## src/rtl/mul_seq.sv

```systemverilog
// mul_seq: iterative shift-add unsigned multiplier (MUL / MLA / UMULL / UMLAL-low).
// One WIDTH-bit add with carry-out per cycle. An optional accumulate cycle adds a
// zero-extended operand to the 2*WIDTH-bit product.
module mul_seq #(
  parameter int unsigned WIDTH = 32
) (
  input  logic             clk,
  input  logic             reset,
  input  logic             start,
  input  logic [WIDTH-1:0] a,
  input  logic [WIDTH-1:0] b,
  input  logic             acc_en,
  input  logic [WIDTH-1:0] acc,
  output logic             busy,
  output logic             done,
  output logic [WIDTH-1:0] result_lo,
  output logic [WIDTH-1:0] result_hi
);

  localparam int unsigned PW = 2 * WIDTH;
  localparam int unsigned CW = $clog2(WIDTH);
  localparam logic [CW-1:0] LAST_COUNT = CW'(WIDTH - 1);

  typedef enum logic [1:0] {
    S_IDLE = 2'd0,
    S_RUN  = 2'd1,
    S_ACC  = 2'd2,
    S_DONE = 2'd3
  } state_e;

  state_e           state_q, state_d;
  logic [CW-1:0]    count_q, count_d;
  logic [WIDTH-1:0] mcand_q, mcand_d;
  // The carry out of each add only lives in sum_c. After the right shift it
  // becomes bit WIDTH-1 of the partial high word, so the stored high word never
  // needs a 33rd bit.
  logic [WIDTH-1:0] phi_q, phi_d;
  logic [WIDTH-1:0] plo_q, plo_d;
  logic             acc_en_q, acc_en_d;
  logic [WIDTH-1:0] acc_q, acc_d;
  logic             busy_q, busy_d;
  logic             done_q, done_d;
  logic [WIDTH-1:0] res_lo_q, res_lo_d;
  logic [WIDTH-1:0] res_hi_q, res_hi_d;

  logic             load_c;
  logic [WIDTH:0]   sum_c;
  logic [PW-1:0]    acc_sum_c;

  // A start is taken only when no operation is in flight.
  always_comb begin
    load_c = 1'b0;
    if (start && ((state_q == S_IDLE) || (state_q == S_DONE))) begin
      load_c = 1'b1;
    end
  end

  // Shared adder: partial high word plus multiplicand, gated by the current multiplier bit.
  always_comb begin
    sum_c = {1'b0, phi_q};
    if (plo_q[0]) begin
      sum_c = {1'b0, phi_q} + {1'b0, mcand_q};
    end
  end

  // Accumulate step: 2*WIDTH-bit add; any overflow past the top bit is dropped.
  always_comb begin
    acc_sum_c = {phi_q, plo_q} + {WIDTH'(0), acc_q};
  end

  // Next-state, datapath and registered-output logic.
  always_comb begin
    state_d  = state_q;
    count_d  = count_q;
    mcand_d  = mcand_q;
    phi_d    = phi_q;
    plo_d    = plo_q;
    acc_en_d = acc_en_q;
    acc_d    = acc_q;
    res_lo_d = res_lo_q;
    res_hi_d = res_hi_q;
    busy_d   = 1'b0;
    done_d   = 1'b0;

    case (state_q)
      S_IDLE: begin
        if (start) begin
          state_d = S_RUN;
        end
      end
      S_RUN: begin
        phi_d   = sum_c[WIDTH:1];
        plo_d   = {sum_c[0], plo_q[WIDTH-1:1]};
        count_d = count_q + CW'(1);
        if (count_q == LAST_COUNT) begin
          state_d = acc_en_q ? S_ACC : S_DONE;
        end
      end
      S_ACC: begin
        phi_d   = acc_sum_c[PW-1:WIDTH];
        plo_d   = acc_sum_c[WIDTH-1:0];
        state_d = S_DONE;
      end
      S_DONE: begin
        state_d = start ? S_RUN : S_IDLE;
      end
      default: begin
        state_d = S_IDLE;
      end
    endcase

    if (load_c) begin
      mcand_d  = a;
      phi_d    = '0;
      plo_d    = b;
      count_d  = '0;
      acc_en_d = acc_en;
      acc_d    = acc;
    end

    if ((state_d == S_RUN) || (state_d == S_ACC)) begin
      busy_d = 1'b1;
    end

    // Results are captured only on the edge that enters DONE.
    if (state_d == S_DONE) begin
      done_d   = 1'b1;
      res_hi_d = phi_d;
      res_lo_d = plo_d;
    end
  end

  // State and datapath registers; reset discards any in-flight operation.
  always_ff @(posedge clk or negedge reset) begin
    if (!reset) begin
      state_q  <= S_IDLE;
      count_q  <= '0;
      mcand_q  <= '0;
      phi_q    <= '0;
      plo_q    <= '0;
      acc_en_q <= 1'b0;
      acc_q    <= '0;
      busy_q   <= 1'b0;
      done_q   <= 1'b0;
      res_lo_q <= '0;
      res_hi_q <= '0;
    end else begin
      state_q  <= state_d;
      count_q  <= count_d;
      mcand_q  <= mcand_d;
      phi_q    <= phi_d;
      plo_q    <= plo_d;
      acc_en_q <= acc_en_d;
      acc_q    <= acc_d;
      busy_q   <= busy_d;
      done_q   <= done_d;
      res_lo_q <= res_lo_d;
      res_hi_q <= res_hi_d;
    end
  end

  assign busy      = busy_q;
  assign done      = done_q;
  assign result_lo = res_lo_q;
  assign result_hi = res_hi_q;

endmodule

```

## config.mk

```make
export PLATFORM = sky130hd
export DESIGN_NAME = mul_seq
export DESIGN_NICKNAME = d
export VERILOG_FILES = /design/src/rtl/mul_seq.sv
export SDC_FILE = /design/constraint.sdc
export NUM_CORES = 1
export LEC_CHECK = 0
export ABC_AREA = 1
export BUFFER_PORTS_ARGS = -buffer_cell sky130_fd_sc_hd__buf_2
export CAP_MARGIN = 10
export CELL_PAD_IN_SITES_DETAIL_PLACEMENT = 1
export CELL_PAD_IN_SITES_GLOBAL_PLACEMENT = 1
export CORE_MARGIN = 2
export CORE_UTILIZATION = 29
export CTS_CLUSTER_SIZE = 20
export DETAILED_ROUTE_END_ITERATION = 10
export HOLD_SLACK_MARGIN = 0.12
export PLACE_DENSITY = 0.64
export SLEW_MARGIN = 15
export SYNTH_ARGS = -nofsm -noshare
export SYNTH_HDL_FRONTEND = slang
export SYNTH_SLANG_ARGS = --single-unit
```

## constraint.sdc

```tcl
create_clock -name clk -period 5.02 [get_ports clk]
set_clock_uncertainty 0.2 [all_clocks]
set_input_delay 0.502 -clock clk [delete_from_list [all_inputs] [get_ports clk]]
set_output_delay 0.502 -clock clk [all_outputs]
set_load 0.03 [all_outputs]
```

==> results by group, run 1 <==
Status
  • Status: complete, no violations

Synth
  • Most frequent cell after synthesis: nand2_1
  • Largest area contributor in the netlist: dfrtp_1
  • Avg Cell Area, Syn: 6.20 µm²
  • Sequential area share after synthesis: about a third
  • Synth top area share: 32.5%
  • Number of synthesized register bits: around 200
  • Main area contributors after synthesis: dfrtp_1, nand2_1, inv_1, nand3_1, ha_1
  • Post-synthesis compound-gate area fraction: 11.3%
  • Unique cell type count in the Yosys netlist: 42
  • Synth Net Count: 2683
  • Synthesized cell area: around 16000 µm²
  • Synth Flop Type: dfrtp_1
  • Top post-synthesis cells by count: nand2_1, inv_1, dfrtp_1, nand3_1, nor2_1
  • Mux cell area share after synthesis: 0%
  • Synth Area in XOR/XNOR: 0.225%
  • Synth Area in Adders: about 6%
  • Async set-reset flop share out of synthesis: 100%
  • Synthesized instance count: 2510
  • Synth Area in Simple Gates: between 40% and 50%
  • Largest family of logic cells by synthesized area: simple AND/OR/NAND/NOR gates
  • EDFF count, synth: 0
  • Synth warn: 0

Timing
  • Final Worst Setup Slack: 1.57 ns
  • Final period util: 68.8%
  • Worst slew margin: between 30% and 40%
  • Slew @ Worst Pin: 1.03 ns
  • FMAX: 290 MHz
  • Max Slew Vio Count: 0
  • Post-route setup TNS: 0 ns
  • RSZ-0062 raised after global routing: no
  • Final Hold Viols: 0
  • Setup-failing EPs final: 0
  • Tmin final: approximately 3.5 ns

Power
  • Peak VDD IR: 0.328 mV
  • Net Sw Power: 9100 µW
  • Int Power: between 6000 and 7000 µW
  • Leak: about 0.010 µW
  • Clk pwr share: 12.6%
  • Sequential Power Share: 20.9%
  • Combinational Power Share: around two thirds
  • PD cells: 833 nW/µm²
  • Sw frac: 57.5%

Route
  • DR vias: roughly 17000
  • Pre-antenna DRT Iters: 5
  • Antenna Violating Nets Remaining: 0
  • Routed wire per std cell: 19.6 µm
  • Routed Wire Length: 67600 µm
  • First DRT Iteration DRCs: 956
  • Drt via density: around 5.0
  • DR DRC count: 0

Placed design
  • Post-DP HPWL: 52500 µm
  • GPL Wtd Cong: 0.942
  • Placed inst area: 17100 µm²
  • Port Buf Inserts: 165
  • Setup slack at placement: 1.53 ns

Critical path
  • CP startpoint kind: flop
  • R2R cell count: 7
  • Crit Reg-Reg Endpoint: result_lo[15]
  • Crit path buffers/inverters: 3
  • Critical Path Start: state_q[0]
  • Worst Path Class, Setup: reg -> reg
  • Max incr delay on CP: just under 1 ns
  • Stages on worst setup path: 7
  • Critical Path RT: between 5 and 6 ns
  • CP top delay family: buffers and inverters
  • Worst Path Max Fanout: 45
  • Crit-path slowest cell: ha_1
  • Worst R2R Start: state_q[0]
  • End point of the critical path: result_lo[15]
  • Element type at the critical path end: flop
  • Worst path cell trace: inv_1, ha_1, nor2_4, inv_2, buf_4, o211ai_1, a31oi_1
  • Worst EP arrival: 3.76 ns
  • R2R Setup Slk: 1.57 ns

Floorplanning
  • Initial Utilization: 29.5%
  • Die Span Y: 236 µm
  • I/O pins: 166
  • Die area: 55600 µm²
  • CORE AREA: 52900 µm²
  • Die width: 236 µm
  • Std cell rows: 84

GRT
  • Global route total overflow: 0
  • Vias in the first global route: 17981
  • First-pass GRT wire length: 105000 µm
  • Gr usage total: 24.2%
  • Initial antenna violation count: 0
  • Largest net degree at the start of global routing: 93

Clocking
  • Clk slew on worst S/H paths: 0.06 ns
  • # H-tree levels: 1
  • TritonCTS clock tree: done
  • CTS buffer count: 27
  • Max clock buf depth: 3
  • TritonCTS Sinks: 202
  • Clk Latency, worst-skew pair: 0.59 ns
  • Clk root buf: clkbuf_16

Cells and area
  • Share of cells above drive strength 1: between 10 and 15%
  • Fin nets: just under 3000
  • Diode count: 0
  • Final Cell Area: 19000 µm²
  • Layout area overhead: 22.1%
  • Final Util: between 30% and 40%

Job
  • Number of max-cap violations: 0

Worst hold path
  • Hold WC Path Type: reg -> reg
## sequential cells by signal, summed over array words and instances (netlist names)
signal,count
acc_en_q,1
busy,1
count_q,5
state_q,2
acc_q,32
done,1
phi_q,32
result_hi,32
result_lo,32
plo_q,32
mcand_q,32
## cells by family after synthesis
family | after synthesis
XOR/XNOR | 4
flip-flops | 202
buffers and inverters | 406
AND/OR/NAND/NOR | 1509
adder cells (fa/ha/maj) | 73
AO/OA/AOI/OAI | 316
## routing by layer
layer	GRT usage, %	share of wire, %
met1	32.1	46
met2	42.5	49
met3	2.09	3.1
met4	5.56	2.3
met5	0	0
## worst min-delay path: cells and delay by family, from the launching register on
| kind | cells | cell delay, ns |
|---|---|---|
| simple gates | 2 | 0.10 |
| flops | 1 | 0.34 |
## cells in the final DEF, fill, tap and decap left out, drive strengths merged, types with 71 or more instances in the layout
master / n
buf: 182
dlygate4sd3: 98
nor2: 196
inv: 333
ha: 71
o21ai: 80
dfrtp: 202
nand3: 199
a21oi: 160
nand2: 1033
## worst min path at each step
stage	start	slack (ns)	end	cells after the start
global route	acc_q[5]	0.30	acc_q[5]	2
global placement	acc_q[10]	0.26	acc_q[10]	2
detailed placement	result_hi[25]	0.26	result_hi[25]	2
floorplan	reset	0.006	acc_en_q	0
finish	result_hi[25]	0.27	result_hi[25]	2
CTS	result_hi[25]	0.28	result_hi[25]	2
## layout make-up
cell class                      instances  area, µm²
Clock buffer                           38        767
Inverter                              335       1260
Clock inverter                         10        124
Sequential cell                       202       5050
Fill cell                            6884      33900
Timing Repair Buffer                  280       1960
Multi-Input combinational cell       1902       8990
Tap cell                              688        861
## stage by stage
stage / std cells / hold slack (ns) / total power [µW]
6_report: 3455 / 0.272 / 15800
5_1_grt: 3455 / 0.297 / 17300
4_1_cts: 3455 / 0.277 / 15900
3_5_place_dp: 3309 / 0.261 / 13800
3_3_place_gp: 3309 / 0.259 / 13500
2_1_floorplan: 2510 / 0.00641 / 10100
## power groups by stage
stage          Sequential [µW]  Clock, µW  Combinational [µW]
3_3_place_gp              3320          0               10200
2_1_floorplan             3410          0                6710
6_report                  3310       1990               10500
4_1_cts                   3320       2040               10600
3_5_place_dp              3330          0               10400
5_1_grt                   3390       2090               11800
## what timing repair did
item	in CTS	in global routing
buffers inserted	0	0
endpoints found under the hold margin	218	0
hold buffers	98	0
resized for setup	0	0
No activity file was read; power rests on OpenSTA's default activity.
==> run 2: changes to the inputs <==
--- a/config.mk
+++ b/config.mk
@@ -15,7 +15,7 @@
 export CTS_CLUSTER_SIZE = 20
 export DETAILED_ROUTE_END_ITERATION = 10
 export HOLD_SLACK_MARGIN = 0.12
-export PLACE_DENSITY = 0.64
+export PLACE_DENSITY = 0.66
 export SLEW_MARGIN = 15
 export SYNTH_ARGS = -nofsm -noshare
 export SYNTH_HDL_FRONTEND = slang
==> constraint.sdc (replaced) <==
create_clock -name clk -period 3.1 [get_ports clk]
set_clock_uncertainty 0.2 [all_clocks]
set_input_delay 0.31 -clock clk [delete_from_list [all_inputs] [get_ports clk]]
set_output_delay 0.31 -clock clk [all_outputs]
set_load 0.03 [all_outputs]
==> results by group, run 2 (synthesis gave the netlist of run 1 again) <==
Status
  • Status: complete, no violations

Critical path
  • R2R Setup Slk: around 0.11 ns
  • Worst path cell trace: ha_1, a21oi_1, o21ai_1, a21oi_1, inv_1, nand2_1, nand2_1, nand2_1, nand3_1, nand2_1, nand3_1, nand2_1
  • R2R cell count: 12
  • Worst Path Class, Setup: reg -> reg
  • Critical Path Most Common Cell: nand2_1
  • Critical Path RT: 3.41 ns
  • Element type at the critical path end: flop
  • Worst EP arrival: 3.31 ns
  • Crit-path slowest cell: a21oi_1
  • Max incr delay on CP: 0.45 ns
  • Crit Reg-Reg Endpoint: result_hi[8]
  • CP startpoint kind: flop
  • Worst Path Max Fanout: 5
  • Worst R2R Start: plo_q[29]

Floorplanning
  • I/O pins: 166
  • Die Span Y: 236 µm
  • Die width: approximately 240 µm
  • Initial Utilization: 29.5%
  • CORE AREA: 52900 µm²
  • Std cell rows: 84
  • Die area: about 56000 µm²

Cells and area
  • Area of the multi-input gates: around 9000 µm²
  • Register Area: 5060 µm²
  • Commonest non-fill, non-tap cells in the layout: nand2_1, inv_1, dfrtp_1
  • Share of cells above drive strength 1: a little under an eighth
  • Final Util: between 30% and 40%
  • Final Non-Filler Cells: 3500
  • Most common cell after layout, fill and taps aside: nand2_1
  • Fin nets: roughly 3000
  • Fill count: slightly below 7000
  • Layout area overhead: 25.3%

Job
  • Number of max-cap violations: 0

Route
  • First DRT Iteration DRCs: roughly 900
  • Drt via density: around 5
  • DR DRC count: 0
  • Antenna Violating Nets Remaining: 0
  • DR vias: 17164
  • Routed wire per std cell: between 15 and 20 µm
  • Pre-antenna DRT Iters: 5
  • Routed Wire Length: 66900 µm

Power
  • PnR Total Power: approximately 26000 µW
  • Sw frac: 56.2%
  • Sequential Power Share: 19.8%
  • Peak VDD IR: 0.669 mV
  • Combinational Power Share: 67.3%
  • Leak: 0.0106 µW
  • PD cells: 1340 nW/µm²
  • Net Sw Power: 14700 µW
  • Clk pwr share: about an eighth
  • Int Power: 11500 µW

Clocking
  • CTS buffer count: 27
  • Clk Latency, worst-skew pair: about 0.59 ns
  • Clk slew on worst S/H paths: about 0.070 ns
  • TritonCTS Sinks: 202
  • Clk root buf: clkbuf_16
  • Max clock buf depth: 3
  • TritonCTS clock tree: done
  • # H-tree levels: 1

GRT
  • Vias in the first global route: 18066
  • Global route total overflow: 0
  • Gr usage total: 24.0%
  • Largest net degree at the start of global routing: 85
  • First-pass GRT wire length: 105000 µm
  • Initial antenna violation count: 0

Timing
  • Worst slew margin: 49.0%
  • Slew @ Worst Pin: between 0.7 and 0.8 ns
  • Max Slew Vio Count: 0
  • FMAX: 334 MHz
  • RSZ-0062 raised after global routing: no
  • Tmin final: about 3 ns
  • Final Hold Viols: 0
  • Hold_ws: about 0.14 ns
  • Post-route setup TNS: 0 ns
  • Final period util: 96.5%
  • Setup-failing EPs final: 0

Worst hold path
  • Hold WC Path Type: in -> async

Placed design
  • Post-DP HPWL: 52900 µm
  • Placed insts: 3347
  • GPL Wtd Cong: 0.932
  • Port Buf Inserts: 165
[run 2: worst max-delay path, delay by kind of cell, from the launching register on]
| family | cells | cell delay, ns |
|---|---|---|
| buf+inv | 1 | 0.14 |
| compound gates | 3 | 1.09 |
| flops | 1 | 0.40 |
| simple gates | 7 | 0.69 |
| fa+ha+maj | 1 | 0.38 |
[run 2: layer usage]
| metal | vias up | part of all wire, % | global-route usage, % |
|---|---|---|---|
| met4 | 0 | 2.0 | 4.88 |
| met5 | - | 0 | 0 |
| li1 | 8499 | - | - |
| met2 | 288 | 49 | 42.6 |
| met3 | 69 | 3.5 | 2.24 |
| met1 | 8308 | 46 | 31.7 |
[run 2: area by class of cell]
type,instances,area share (%)
Antenna cell,1,0.0128
Clock buffer,36,3.94
Clock inverter,14,0.930
Inverter,335,6.45
Multi-Input combinational cell,1902,46.2
Sequential cell,202,25.9
Tap cell,688,4.41
Timing Repair Buffer,322,12.1
[run 2: stage by stage]
step	area, µm²	setup slack (ns)
2_1_floorplan	15600	0.198
3_3_place_gp	17500	0.0466
3_5_place_dp	17500	-0.0367
4_1_cts	19500	0.0468
5_1_grt	19500	0.00654
6_report	19500	0.107
[run 2: worst max path at each step]
| stage | cells past startpoint | start | to |
|---|---|---|---|
| 6_report | 12 | plo_q[29] | result_hi[8] |
| 4_1_cts | 15 | phi_q[0] | result_hi[27] |
| 3_3_place_gp | 15 | phi_q[0] | result_hi[27] |
| 2_1_floorplan | 12 | state_q[1] | result_hi[13] |
| 5_1_grt | 17 | acc_q[0] | result_hi[8] |
| 3_5_place_dp | 15 | phi_q[0] | result_hi[27] |
[run 2: power groups by stage]
stage	clock (µW)	sequential [µW]	combinational, µW
floorplan	0	5520	10900
global placement	0	5220	17000
detailed placement	0	5250	17300
CTS	3460	5220	17600
global route	3560	5340	19800
finish	3370	5190	17600
[run 2: what timing repair did]
item,4_1_cts,5_1_grt
gates resized for setup,2,8
hold buffers,100,0
setup endpoints to repair,3,41
buffers inserted,0,2
pin swaps,0,1
hold endpoints to repair,290,0
==> run 3: changes to the inputs <==
--- a/config.mk
+++ b/config.mk
@@ -11,11 +11,11 @@
 export CELL_PAD_IN_SITES_DETAIL_PLACEMENT = 1
 export CELL_PAD_IN_SITES_GLOBAL_PLACEMENT = 1
 export CORE_MARGIN = 2
-export CORE_UTILIZATION = 29
+export CORE_UTILIZATION = 34
 export CTS_CLUSTER_SIZE = 20
 export DETAILED_ROUTE_END_ITERATION = 10
 export HOLD_SLACK_MARGIN = 0.12
-export PLACE_DENSITY = 0.66
+export PLACE_DENSITY = 0.75
 export SLEW_MARGIN = 15
 export SYNTH_ARGS = -nofsm -noshare
 export SYNTH_HDL_FRONTEND = slang
==> results by group, run 3 (synthesis gave the netlist of run 1 again) <==
GRT
  • Vias in the first global route: 18380
  • Largest net degree at the start of global routing: 87
  • First-pass GRT wire length: slightly above 100000 µm
  • Met1 usage: 35.6%
  • Gr usage total: 28.1%
  • Met2 GRT Util: between 50% and 60%
  • GRT met3 Usage: 2.83%
  • Global route total overflow: 0
  • Initial antenna violation count: 1
  • Most crowded layer after global routing: met2

Route
  • Routed Wire Length: roughly 67000 µm
  • DR DRC count: 0
  • Routed wire per std cell: 19.6 µm
  • Pre-antenna DRT Iters: 5
  • Antenna Violating Nets Remaining: 0
  • Drt via density: 5.16
  • DR vias: 17526
  • First DRT Iteration DRCs: 1035

Placed design
  • GPL Wtd Cong: 0.959
  • Post-DP HPWL: between 50000 and 60000 µm
  • Port Buf Inserts: 165
  • Placed inst area: 17300 µm²

Floorplanning
  • Die area: 47500 µm²
  • CORE AREA: about 45000 µm²
  • Die width: 218 µm
  • Die Span Y: 218 µm
  • Std cell rows: 78
  • I/O pins: 166
  • Initial Utilization: around 34%

Status
  • Status: complete, no violations

Clocking
  • # H-tree levels: 1
  • Clk root buf: clkbuf_16
  • CTS buffer count: 26
  • Max clock buf depth: 3
  • TritonCTS Sinks: between 200 and 250
  • Clk slew on worst S/H paths: 0.07 ns
  • Clk Latency, worst-skew pair: 0.60 ns
  • TritonCTS clock tree: done

Timing
  • Setup-failing EPs final: 0
  • RSZ-0062 raised after global routing: no
  • Post-route setup TNS: 0 ns
  • Final Hold Viols: 0
  • Worst slew margin: ~57%
  • Final period util: 95.1%
  • FMAX: 339 MHz
  • Max Slew Vio Count: 0
  • Slew @ Worst Pin: 0.640 ns
  • Tmin final: 2.95 ns

Critical path
  • R2R Setup Slk: between 0.15 and 0.2 ns
  • Max incr delay on CP: 0.40 ns
  • Crit-path slowest cell: ha_1
  • R2R cell count: 13
  • Worst Path Class, Setup: reg -> reg
  • Worst EP arrival: roughly 3.2 ns
  • Crit Reg-Reg Endpoint: result_hi[25]
  • Worst R2R Start: plo_q[24]
  • Worst Path Max Fanout: 5
  • Critical Path RT: 3.40 ns
  • Element type at the critical path end: flop
  • CP startpoint kind: flop
  • Worst path cell trace: ha_1, nand2_1, nor2_1, nand2_1, nor2_1, nand2_1, nand3_1, nand3_1, nand3_1, nand3_1, nand2_1, nand3_1, nand2_1

Power
  • Peak VDD IR: approximately 0.83 mV
  • Sw frac: 56.9%
  • Net Sw Power: ~15000 µW
  • Sequential Power Share: 20.1%
  • Combinational Power Share: 67.7%
  • PD cells: roughly 1400 nW/µm²
  • Clk pwr share: 12.2%
  • Int Power: 11200 µW
  • Leak: 0.0105 µW
  • PnR Total Power: 26000 µW

Job
  • Number of max-cap violations: 0

Cells and area
  • Share of cells above drive strength 1: 11.4%
  • Most common cell after layout, fill and taps aside: nand2_1
  • Final Util: between 40% and 50%
  • Final Cell Area: approximately 19000 µm²
  • Diode count: 0
  • Layout area overhead: 23.5%
  • Fin nets: 2950
  • Commonest non-fill, non-tap cells in the layout: nand2_1, inv_1, dfrtp_1

Worst hold path
  • Hold WC Path Type: in -> async
==> run 3: worst max-delay path by stage <==
| stage | start | endpoint | cells past startpoint |
|---|---|---|---|
| finish | plo_q[24] | result_hi[25] | 13 |
| global route | phi_q[1] | result_hi[23] | 16 |
| CTS | phi_q[0] | result_hi[27] | 15 |
| detailed placement | phi_q[0] | result_hi[19] | 15 |
| global placement | phi_q[0] | result_hi[27] | 15 |
| floorplan | state_q[1] | result_hi[13] | 12 |
==> run 3: area by class of cell <==
class | count | area (µm²)
repair buffers | 310 | 2260
fillers | 6048 | 26100
multi-input cells | 1902 | 9010
flip-flops and latches | 202 | 5060
clock buffers | 34 | 721
clock inverters | 13 | 160
well taps | 600 | 751
inverters | 335 | 1260
==> run 3: timing repair <==
| action | CTS | global route |
|---|---|---|
| setup endpoints to repair | 2 | 13 |
| hold endpoints to repair | 325 | 0 |
| hold buffers | 99 | 0 |
| buffers inserted | 0 | 1 |
| gates resized for setup | 1 | 7 |
==> run 3: per-stage QoR <==
step	setup WS (ns)	hold slack (ns)	std cells
2_1_floorplan	0.198	-0.186	2510
3_3_place_gp	0.0430	0.142	3249
3_5_place_dp	-0.0201	0.157	3249
4_1_cts	0.0222	0.133	3395
5_1_grt	0.00573	0.182	3396
6_report	0.153	0.126	3396
==> run 3: worst max-delay path: cells and delay by family, from the launching register on <==
family	cells	cell delay, ns
adder cells (fa/ha/maj)	1	0.40
flip-flops	1	0.39
AND/OR/NAND/NOR	12	1.86
==> run 3: power by group through the flow <==
stage / combinational (µW) / clock (µW) / sequential [µW]
floorplan: 10900 / 0 / 5520
global placement: 16800 / 0 / 5210
detailed placement: 17200 / 0 / 5240
CTS: 17400 / 3240 / 5220
global route: 19600 / 3320 / 5340
finish: 17600 / 3180 / 5220
==> run 3: per-layer routing <==
metal,part of all wire [%],vias to the layer above,wire length [µm]
met5,0,-,0
met4,3.3,0,2200
met3,3.7,110,2450
met2,49,419,32800
met1,44,8512,29200
li1,-,8485,-
